$ cat config.mk
export PLATFORM = sky130hd
export DESIGN_NAME = arr_access_sched_flat
export DESIGN_NICKNAME = d
export VERILOG_FILES = /design/src/rtl/arr_access_sched_pkg.sv /design/src/rtl/arr_access_sched_if.sv /design/src/rtl/arr_access_sched_rr_arbiter.sv /design/src/rtl/arr_access_sched.sv /design/src/flat_wrapper.sv
export SDC_FILE = /design/constraint.sdc
export NUM_CORES = 1
export LEC_CHECK = 0
export CAP_MARGIN = 10
export CORE_UTILIZATION = 50
export DETAILED_ROUTE_END_ITERATION = 10
export GPL_TIMING_DRIVEN = 0
export HOLD_SLACK_MARGIN = 0.06
export PLACE_DENSITY = 0.71
export SLEW_MARGIN = 20
export SYNTH_ARGS = -nofsm -noshare
export SYNTH_HDL_FRONTEND = slang
export SYNTH_SLANG_ARGS = --single-unit
$ cat constraint.sdc
create_clock -name clk_i -period 8.95 [get_ports clk_i]
set_input_delay 1.79 -clock clk_i [delete_from_list [all_inputs] [get_ports clk_i]]
set_output_delay 1.79 -clock clk_i [all_outputs]
set_load 0.03 [all_outputs]
$ cat src/rtl/arr_access_sched_pkg.sv
// Shared types and helpers for the round-robin 3-D table scheduler.
// ARR_SCHED_RMW_EN adds the read-modify-write WB state.
package arr_sched_pkg;

  localparam int unsigned NREQ_DEF   = 4;
  localparam int unsigned WIDTH_DEF  = 16;
  localparam int unsigned PLANES_DEF = 3;
  localparam int unsigned ROWS_DEF   = 2;
  localparam int unsigned COLS_DEF   = 4;
  localparam int unsigned IDW_DEF    = $clog2(NREQ_DEF);

`ifdef ARR_SCHED_RMW_EN
  typedef enum logic [1:0] {INIT, RUN, WB} state_e;
`else
  typedef enum logic {INIT, RUN} state_e;
`endif

  // Sized by the package defaults; the top checks its parameters agree.
  typedef struct packed {
    logic                 valid;
    logic [IDW_DEF-1:0]   id;
    logic                 err;
    logic [WIDTH_DEF-1:0] data;
  } rsp_t;

  function automatic int unsigned clog2_min1(input int unsigned n);
    return (n > 2) ? $clog2(n) : 1;
  endfunction

  function automatic int unsigned depth_f(input int unsigned planes,
                                          input int unsigned rows,
                                          input int unsigned cols);
    return planes * rows * cols;
  endfunction

  function automatic int unsigned lin_index(input int unsigned p,
                                            input int unsigned r,
                                            input int unsigned c,
                                            input int unsigned rows,
                                            input int unsigned cols);
    return p * rows * cols + r * cols + c;
  endfunction

endpackage

$ cat src/rtl/arr_access_sched_if.sv
// Requester/response bundle for arr_access_sched.
// ARR_SCHED_RMW_EN adds req_add.
interface arr_access_sched_if
  import arr_sched_pkg::*;
#(
  parameter int unsigned NREQ   = NREQ_DEF,
  parameter int unsigned WIDTH  = WIDTH_DEF,
  parameter int unsigned PLANES = PLANES_DEF,
  parameter int unsigned ROWS   = ROWS_DEF,
  parameter int unsigned COLS   = COLS_DEF
) ();
  localparam int unsigned PW  = clog2_min1(PLANES);
  localparam int unsigned RW  = clog2_min1(ROWS);
  localparam int unsigned CW  = clog2_min1(COLS);
  localparam int unsigned IDW = clog2_min1(NREQ);

  logic [NREQ-1:0]            req_valid;
  logic [NREQ-1:0]            req_ready;
  logic [NREQ-1:0]            req_we;
`ifdef ARR_SCHED_RMW_EN
  logic [NREQ-1:0]            req_add;
`endif
  logic [NREQ-1:0][PW-1:0]    req_plane;
  logic [NREQ-1:0][RW-1:0]    req_row;
  logic [NREQ-1:0][CW-1:0]    req_col;
  logic [NREQ-1:0][WIDTH-1:0] req_wdata;
  logic                       rsp_valid;
  logic [IDW-1:0]             rsp_id;
  logic [WIDTH-1:0]           rsp_data;
  logic                       rsp_err;
  logic                       busy;

  modport master (
    output req_valid, req_we, req_plane, req_row, req_col, req_wdata,
`ifdef ARR_SCHED_RMW_EN
    output req_add,
`endif
    input  req_ready, rsp_valid, rsp_id, rsp_data, rsp_err, busy
  );

  modport slave (
    input  req_valid, req_we, req_plane, req_row, req_col, req_wdata,
`ifdef ARR_SCHED_RMW_EN
    input  req_add,
`endif
    output req_ready, rsp_valid, rsp_id, rsp_data, rsp_err, busy
  );
endinterface

$ cat src/rtl/arr_access_sched_rr_arbiter.sv
// Combinational round-robin arbiter: first request at or after ptr_i, circularly.
module rr_arbiter
  import arr_sched_pkg::*;
#(
  parameter int unsigned NREQ = NREQ_DEF,
  parameter int unsigned IDW  = clog2_min1(NREQ)
) (
  input  logic [NREQ-1:0] req_i,
  input  logic [IDW-1:0]  ptr_i,
  output logic [NREQ-1:0] gnt_o,
  output logic [IDW-1:0]  idx_o,
  output logic            any_o
);
  int unsigned k;

  always_comb begin
    gnt_o = '0;
    idx_o = '0;
    any_o = 1'b0;
    k     = 0;
    for (int unsigned i = 0; i < NREQ; i++) begin
      k = (32'(ptr_i) + i) % NREQ;
      if (!any_o && req_i[k]) begin
        any_o    = 1'b1;
        gnt_o[k] = 1'b1;
        idx_o    = IDW'(k);
      end
    end
  end
endmodule

$ cat src/rtl/arr_access_sched.sv
// Round-robin scheduler sharing one self-initialising PLANES x ROWS x COLS word table.
// ARR_SCHED_RMW_EN enables read-modify-write add via req_add and a WB state.
module arr_access_sched
  import arr_sched_pkg::*;
#(
  parameter int unsigned NREQ   = NREQ_DEF,
  parameter int unsigned WIDTH  = WIDTH_DEF,
  parameter int unsigned PLANES = PLANES_DEF,
  parameter int unsigned ROWS   = ROWS_DEF,
  parameter int unsigned COLS   = COLS_DEF
) (
  input  logic               clk_i,
  input  logic               rst_i,
  arr_access_sched_if.slave  bus
);
  localparam int unsigned DEPTH = depth_f(PLANES, ROWS, COLS);
  localparam int unsigned AW    = clog2_min1(DEPTH);
  localparam int unsigned IDW   = clog2_min1(NREQ);
  localparam int unsigned PW    = clog2_min1(PLANES);
  localparam int unsigned RW    = clog2_min1(ROWS);
  localparam int unsigned CW    = clog2_min1(COLS);

  if (IDW != IDW_DEF || WIDTH != WIDTH_DEF) begin : g_cfg_chk
    $error("arr_access_sched: NREQ/WIDTH must match arr_sched_pkg rsp_t sizing");
  end

  logic [WIDTH-1:0] mem_q [DEPTH];

  state_e         state_q;
  logic [AW-1:0]  init_cnt_q;
  logic [IDW-1:0] rr_q;
  rsp_t           rsp_q, rsp_d;
  logic           busy_q;

  logic [NREQ-1:0]  req_run, gnt;
  logic [IDW-1:0]   gidx, rr_nxt;
  logic             accept;
  logic             sel_we;
  logic [PW-1:0]    sel_p;
  logic [RW-1:0]    sel_r;
  logic [CW-1:0]    sel_c;
  logic [WIDTH-1:0] sel_wd, rd_data;
  logic             oob, wr_plain;
  logic [AW-1:0]    addr;

  assign req_run = (state_q == RUN) ? bus.req_valid : '0;

  rr_arbiter #(.NREQ(NREQ), .IDW(IDW)) u_arb (
    .req_i (req_run),
    .ptr_i (rr_q),
    .gnt_o (gnt),
    .idx_o (gidx),
    .any_o (accept)
  );

  assign sel_we  = bus.req_we[gidx];
  assign sel_p   = bus.req_plane[gidx];
  assign sel_r   = bus.req_row[gidx];
  assign sel_c   = bus.req_col[gidx];
  assign sel_wd  = bus.req_wdata[gidx];
  assign oob     = (32'(sel_p) >= PLANES) || (32'(sel_r) >= ROWS) || (32'(sel_c) >= COLS);
  assign addr    = AW'(lin_index(32'(sel_p), 32'(sel_r), 32'(sel_c), ROWS, COLS));
  assign rd_data = oob ? '0 : mem_q[addr];
  assign rr_nxt  = (32'(gidx) == NREQ - 1) ? '0 : gidx + 1'b1;

`ifdef ARR_SCHED_RMW_EN
  logic             sel_add;
  logic [AW-1:0]    wb_addr_q;
  logic [WIDTH-1:0] wb_sum_q;
  assign sel_add  = bus.req_add[gidx];
  assign wr_plain = accept && sel_we && !oob && !sel_add;
`else
  assign wr_plain = accept && sel_we && !oob;
`endif

  always_comb begin
    rsp_d = '0;
    if (accept) begin
      rsp_d.valid = 1'b1;
      rsp_d.id    = gidx;
      rsp_d.err   = oob;
      rsp_d.data  = rd_data;
    end
  end

  always_ff @(posedge clk_i or posedge rst_i) begin
    if (rst_i) begin
      state_q    <= INIT;
      init_cnt_q <= '0;
      rr_q       <= '0;
      rsp_q      <= '0;
      busy_q     <= 1'b1;
`ifdef ARR_SCHED_RMW_EN
      wb_addr_q  <= '0;
      wb_sum_q   <= '0;
`endif
    end else begin
      rsp_q <= rsp_d;
      case (state_q)
        INIT: begin
          init_cnt_q <= init_cnt_q + 1'b1;
          if (32'(init_cnt_q) == DEPTH - 1) begin
            init_cnt_q <= '0;
            state_q    <= RUN;
            busy_q     <= 1'b0;
          end
        end
        RUN: begin
          if (accept) begin
            rr_q <= rr_nxt;
`ifdef ARR_SCHED_RMW_EN
            // Response leaves with the old value now; the sum lands one cycle later.
            if (sel_we && sel_add && !oob) begin
              state_q   <= WB;
              wb_addr_q <= addr;
              wb_sum_q  <= rd_data + sel_wd;
            end
`endif
          end
        end
`ifdef ARR_SCHED_RMW_EN
        WB: state_q <= RUN;
`endif
        default: state_q <= INIT;
      endcase
    end
  end

  // Table storage carries no reset; INIT rewrites every word after each reset.
  always_ff @(posedge clk_i) begin
    if (state_q == INIT) begin
      mem_q[init_cnt_q] <= WIDTH'(init_cnt_q);
    end else if (wr_plain) begin
      mem_q[addr] <= sel_wd;
    end
`ifdef ARR_SCHED_RMW_EN
    else if (state_q == WB) begin
      mem_q[wb_addr_q] <= wb_sum_q;
    end
`endif
  end

  assign bus.req_ready = gnt;
  assign bus.rsp_valid = rsp_q.valid;
  assign bus.rsp_id    = rsp_q.id;
  assign bus.rsp_err   = rsp_q.err;
  assign bus.rsp_data  = rsp_q.data;
  assign bus.busy      = busy_q;
endmodule

$ cat src/flat_wrapper.sv
// flat-port wrapper written by rule: the top's interface ports become plain ports
module arr_access_sched_flat import arr_sched_pkg::*;
#(
  parameter int unsigned NREQ   = NREQ_DEF,
  parameter int unsigned WIDTH  = WIDTH_DEF,
  parameter int unsigned PLANES = PLANES_DEF,
  parameter int unsigned ROWS   = ROWS_DEF,
  parameter int unsigned COLS   = COLS_DEF
)
  (clk_i, rst_i, bus_req_valid, bus_req_we, bus_req_plane, bus_req_row, bus_req_col, bus_req_wdata, bus_req_ready, bus_rsp_valid, bus_rsp_id, bus_rsp_data, bus_rsp_err, bus_busy);
  arr_access_sched_if #(.NREQ(NREQ), .WIDTH(WIDTH), .PLANES(PLANES), .ROWS(ROWS), .COLS(COLS)) bus_i ();
  input  logic clk_i;
  input  logic rst_i;
  input wire logic [$bits(bus_i.req_valid)-1:0] bus_req_valid;
  input wire logic [$bits(bus_i.req_we)-1:0] bus_req_we;
  input wire logic [$bits(bus_i.req_plane)-1:0] bus_req_plane;
  input wire logic [$bits(bus_i.req_row)-1:0] bus_req_row;
  input wire logic [$bits(bus_i.req_col)-1:0] bus_req_col;
  input wire logic [$bits(bus_i.req_wdata)-1:0] bus_req_wdata;
  output wire logic [$bits(bus_i.req_ready)-1:0] bus_req_ready;
  output wire logic [$bits(bus_i.rsp_valid)-1:0] bus_rsp_valid;
  output wire logic [$bits(bus_i.rsp_id)-1:0] bus_rsp_id;
  output wire logic [$bits(bus_i.rsp_data)-1:0] bus_rsp_data;
  output wire logic [$bits(bus_i.rsp_err)-1:0] bus_rsp_err;
  output wire logic [$bits(bus_i.busy)-1:0] bus_busy;
  assign bus_i.req_valid = bus_req_valid;
  assign bus_i.req_we = bus_req_we;
  assign bus_i.req_plane = bus_req_plane;
  assign bus_i.req_row = bus_req_row;
  assign bus_i.req_col = bus_req_col;
  assign bus_i.req_wdata = bus_req_wdata;
  assign bus_req_ready = bus_i.req_ready;
  assign bus_rsp_valid = bus_i.rsp_valid;
  assign bus_rsp_id = bus_i.rsp_id;
  assign bus_rsp_data = bus_i.rsp_data;
  assign bus_rsp_err = bus_i.rsp_err;
  assign bus_busy = bus_i.busy;
  arr_access_sched #(.NREQ(NREQ), .WIDTH(WIDTH), .PLANES(PLANES), .ROWS(ROWS), .COLS(COLS)) u_core (.clk_i(clk_i), .rst_i(rst_i), .bus(bus_i));
endmodule
==> results of run 1 <==
-- layer usage --
metal	track usage [%]	up-vias
met2	40.36	469
met5	0	-
li1	-	4692
met1	32.79	5250
met4	7.196	0
met3	4.206	85
-- cell usage after synthesis (2+ instances only) --
cell,n,area (sq um)
dfrtp_1,28,700.7
a21boi_0,7,52.55
o22ai_1,30,187.7
nor3_1,6,30.03
and3_1,15,93.84
mux2i_2,3,41.29
a41oi_1,2,17.52
a31oi_1,5,31.28
a21oi_1,2,10.01
mux2i_1,250,2502
xnor2_1,2,17.52
nand2_1,102,382.9
nor3b_1,2,15.01
nor2_1,34,127.6
nor4_1,15,93.84
o22a_1,2,17.52
nand2b_1,6,37.54
o21ai_0,11,55.05
and2_1,2,12.51
nor2b_1,6,37.54
buf_2,14,70.07
buf_4,7,52.55
a22oi_1,8,60.06
inv_1,12,45.04
nand3_1,40,200.2
edfxtp_1,384,11530
a21boi_1,10,75.07
o21ai_1,11,55.05
o211ai_1,3,22.52
a32oi_1,4,35.03
buf_6,17,191.4
mux4_2,17,382.9
buf_1,3,11.26
clkbuf_1,21,78.83
mux2_2,9,101.4
ha_1,5,62.56
-- flip-flops by register name (all words and copies together) (netlist names) --
register              count
u_core.bus.rsp_err        1
u_core.bus.rsp_data      16
u_core.bus.busy           1
u_core.rr_q               2
u_core.init_cnt_q         5
u_core.bus.rsp_valid      1
u_core.state_q            1
u_core.bus.rsp_id         2
u_core.mem_q            384
-- how the worst max path moves through the flow --
stage	start	slack, ns	to
2_1_floorplan	bus_req_valid[2]	3.70	u_core.mem_q[0][1]
3_3_place_gp	bus_req_valid[2]	1.16	u_core.mem_q[2][3]
3_5_place_dp	bus_req_valid[2]	2.59	u_core.bus.rsp_data[10]
4_1_cts	bus_req_valid[1]	3.04	bus_req_ready[2]
5_1_grt	bus_req_valid[2]	2.86	u_core.bus.rsp_data[7]
6_report	bus_req_valid[2]	3.01	bus_req_ready[2]
-- logic make-up after synthesis --
logic type      Yosys count  share of synthesized area, %
fa+ha+maj                 5                        0.3548
xor+xnor                  2                       0.09937
simple gates            229                         5.883
mux                     280                         17.26
compound gates          107                         4.308
buf+inv                  75                         2.569
flops                   413                         69.53
-- worst min-delay path, delay by kind of cell, from the launching register on --
kind	cells	cell delay, ns
flip-flops	1	0.37
buffers and inverters	1	0.05
AO/OA/AOI/OAI	1	0.04
-- layout make-up --
| type | instances | area (sq um) |
|---|---|---|
| fillers | 2560 | 13500 |
| flip-flops and latches | 413 | 12260 |
| multi-input cells | 623 | 5002 |
| repair buffers | 142 | 1498 |
| clock buffers | 51 | 1126 |
| well taps | 455 | 569.3 |
| plain buffers | 62 | 404.1 |
| clock inverters | 23 | 217.7 |
| inverters | 13 | 48.80 |
| diodes | 1 | 2.502 |
-- metrics by stage --
| stage | instance area (sq um) | instances | setup slack, ns |
|---|---|---|---|
| 2_1_floorplan | 17630 | 1111 | 3.699 |
| 3_3_place_gp | 19380 | 1684 | 1.159 |
| 3_5_place_dp | 19780 | 1708 | 2.594 |
| 4_1_cts | 21120 | 1782 | 3.043 |
| 5_1_grt | 21120 | 1782 | 2.863 |
| 6_report | 21130 | 1783 | 3.012 |
==> impl_metrics.env, run 1 <==
export IMPL_cts_tree="yes"
export IMPL_async_flop_share_pct=7.022
export IMPL_vias=10500
export IMPL_cts_clk_slew_worst_paths_ns=0.05
export IMPL_syn_to_final_growth_pct=19.83
export IMPL_synth_edf_count=384
export IMPL_regToRegStartpoint="u_core.rr_q[0]"
export IMPL_via_per_inst=5.887
export IMPL_clock_skew_ns=0.02488
export IMPL_path_common_cell="clkdlybuf4s50_1"
export IMPL_worst_pin_slew_ns=1.152
export IMPL_coreArea_sq_mm=0.03463
export IMPL_hold_viol_final=0
export IMPL_final_cell_mix="edfxtp_1, mux2i_1, clkdlybuf4s50_1"
export IMPL_layout_core_utilization_pct=61.01
export IMPL_worst_path_buf_inv=2
export IMPL_crit_type="in -> out"
export IMPL_fmax_mhz=168.4
export IMPL_cpPeakStageDelay_ns=0.67
export IMPL_holdCritStartpoint="u_core.bus.busy"
export IMPL_max_slew_margin_rel_pct=23.23
export IMPL_post_cts_resized=0
export IMPL_cts_inserted_buffers=42
export IMPL_synth_nets=1210
export IMPL_cts_root_buf="clkbuf_16"
export IMPL_crit_fanout=5
export IMPL_top_level_ports=119
export IMPL_wl_met3_um=3334
export IMPL_drive_above_1_share_pct=14.54
export IMPL_wl_per_cell_um=24.02
export IMPL_reg2reg_slack_ns=4.01
export IMPL_grt_usage_pct=24.26
export IMPL_fp_row_count=68
export IMPL_cp_top_family="buffers and inverters"
export IMPL_wirelength_um=42830
export IMPL_numPortBuffers=118
export IMPL_synth_area_sq_mm=0.01763
export IMPL_hpwl_um=29120
export IMPL_path_cells="clkdlybuf4s50_1, nand2b_1, mux4_2, nor2_1, a22oi_1, nand2_1, clkdlybuf4s50_1"
export IMPL_met2_length_um=20960
export IMPL_drt_first_pass_iters=7
export IMPL_grt_pass1_vias=10380
export IMPL_die_area_sq_mm=0.03602
export IMPL_detailedRoute_firstIterationViolations=959
export IMPL_antenna_found_initial=3
export IMPL_reg2regPathDepth=14
export IMPL_worst_path_stages=7
export IMPL_ant_nets=0
export IMPL_ys_warn_count=0
export IMPL_grt_pass1_wl_um=63060
export IMPL_synthCells=1111
export IMPL_syn_mean_instance_area_sq_um=15.87
export IMPL_cts_setup_buffers=0
export IMPL_hold_end="u_core.bus.busy"
export IMPL_finalCriticalPeriod_ns=5.938
export IMPL_gr_total_overflow=0
export IMPL_layout_commonest_cell="edfxtp_1"
export IMPL_cp_slowest_cell="clkdlybuf4s50_1"
export IMPL_yosys_most_used_dff="edfxtp_1"
export IMPL_synth_seq_cells=413
export IMPL_wl_met1_um=17410
export IMPL_start_util_pct=50.91
export IMPL_timing_final_crit_share_pct=66.35
export IMPL_gp_congestion=0.8738
export IMPL_endpoint_kind="output port"
export IMPL_r2r_end="u_core.bus.rsp_data[7]"
export IMPL_nets=1396
export IMPL_hold_depth=2
export IMPL_cts_max_path_buffers=3
export IMPL_status="finished clean"
export IMPL_cts_sink_count=413
export IMPL_clk_latency_ns=0.53
export IMPL_setup_viol=0
export IMPL_drv_cap=0
export IMPL_fp_dieW_um=189.8
export IMPL_cp_data_required_time_ns=7.16
export IMPL_yosysSeqAreaShare_pct=69.53
export IMPL_hold_ws_ns=0.4635
export IMPL_highest_layer="met4"
export IMPL_grt_max_degree=25
export IMPL_drc=0
export IMPL_arrival_ns=4.15
export IMPL_die_h_um=189.8
export IMPL_hp_class="reg -> reg"
export IMPL_ctsHoldBuffers=0
export IMPL_tns_ns=0
export IMPL_worst_setup_path_start_kind="input port"
export IMPL_finalMaxSlewViolations=0
export IMPL_rsz0062_at_grt="false"
export IMPL_htree_levels=2
export IMPL_yosysUniqueCellTypes=52
Power of run 1 is not shown: default switching activity piles up to over one toggle a cycle in this logic, so the estimate is an artifact.
==> inputs of run 2 (changes only) <==
- clock period: 8.95 -> 6.1 ns (I/O delays scaled with it)
==> results of run 2 <==
Same layout as run 1 (identical final DEF). Status: finished clean.
Among the figures that moved: setup slack after placement 2.594 ns -> 0.3141 ns; clock-pin slew on the worst setup and hold paths 0.05 ns -> 0.06 ns; setup slack after layout 3.012 ns -> 0.7951 ns; start point of the critical path bus_req_valid[2] -> bus_req_valid[1]; end point of the critical path bus_req_ready[2] -> u_core.bus.rsp_data[7]; register-to-register setup slack 4.01 ns -> 1.16 ns
Power of run 2 is left out for the same reason.
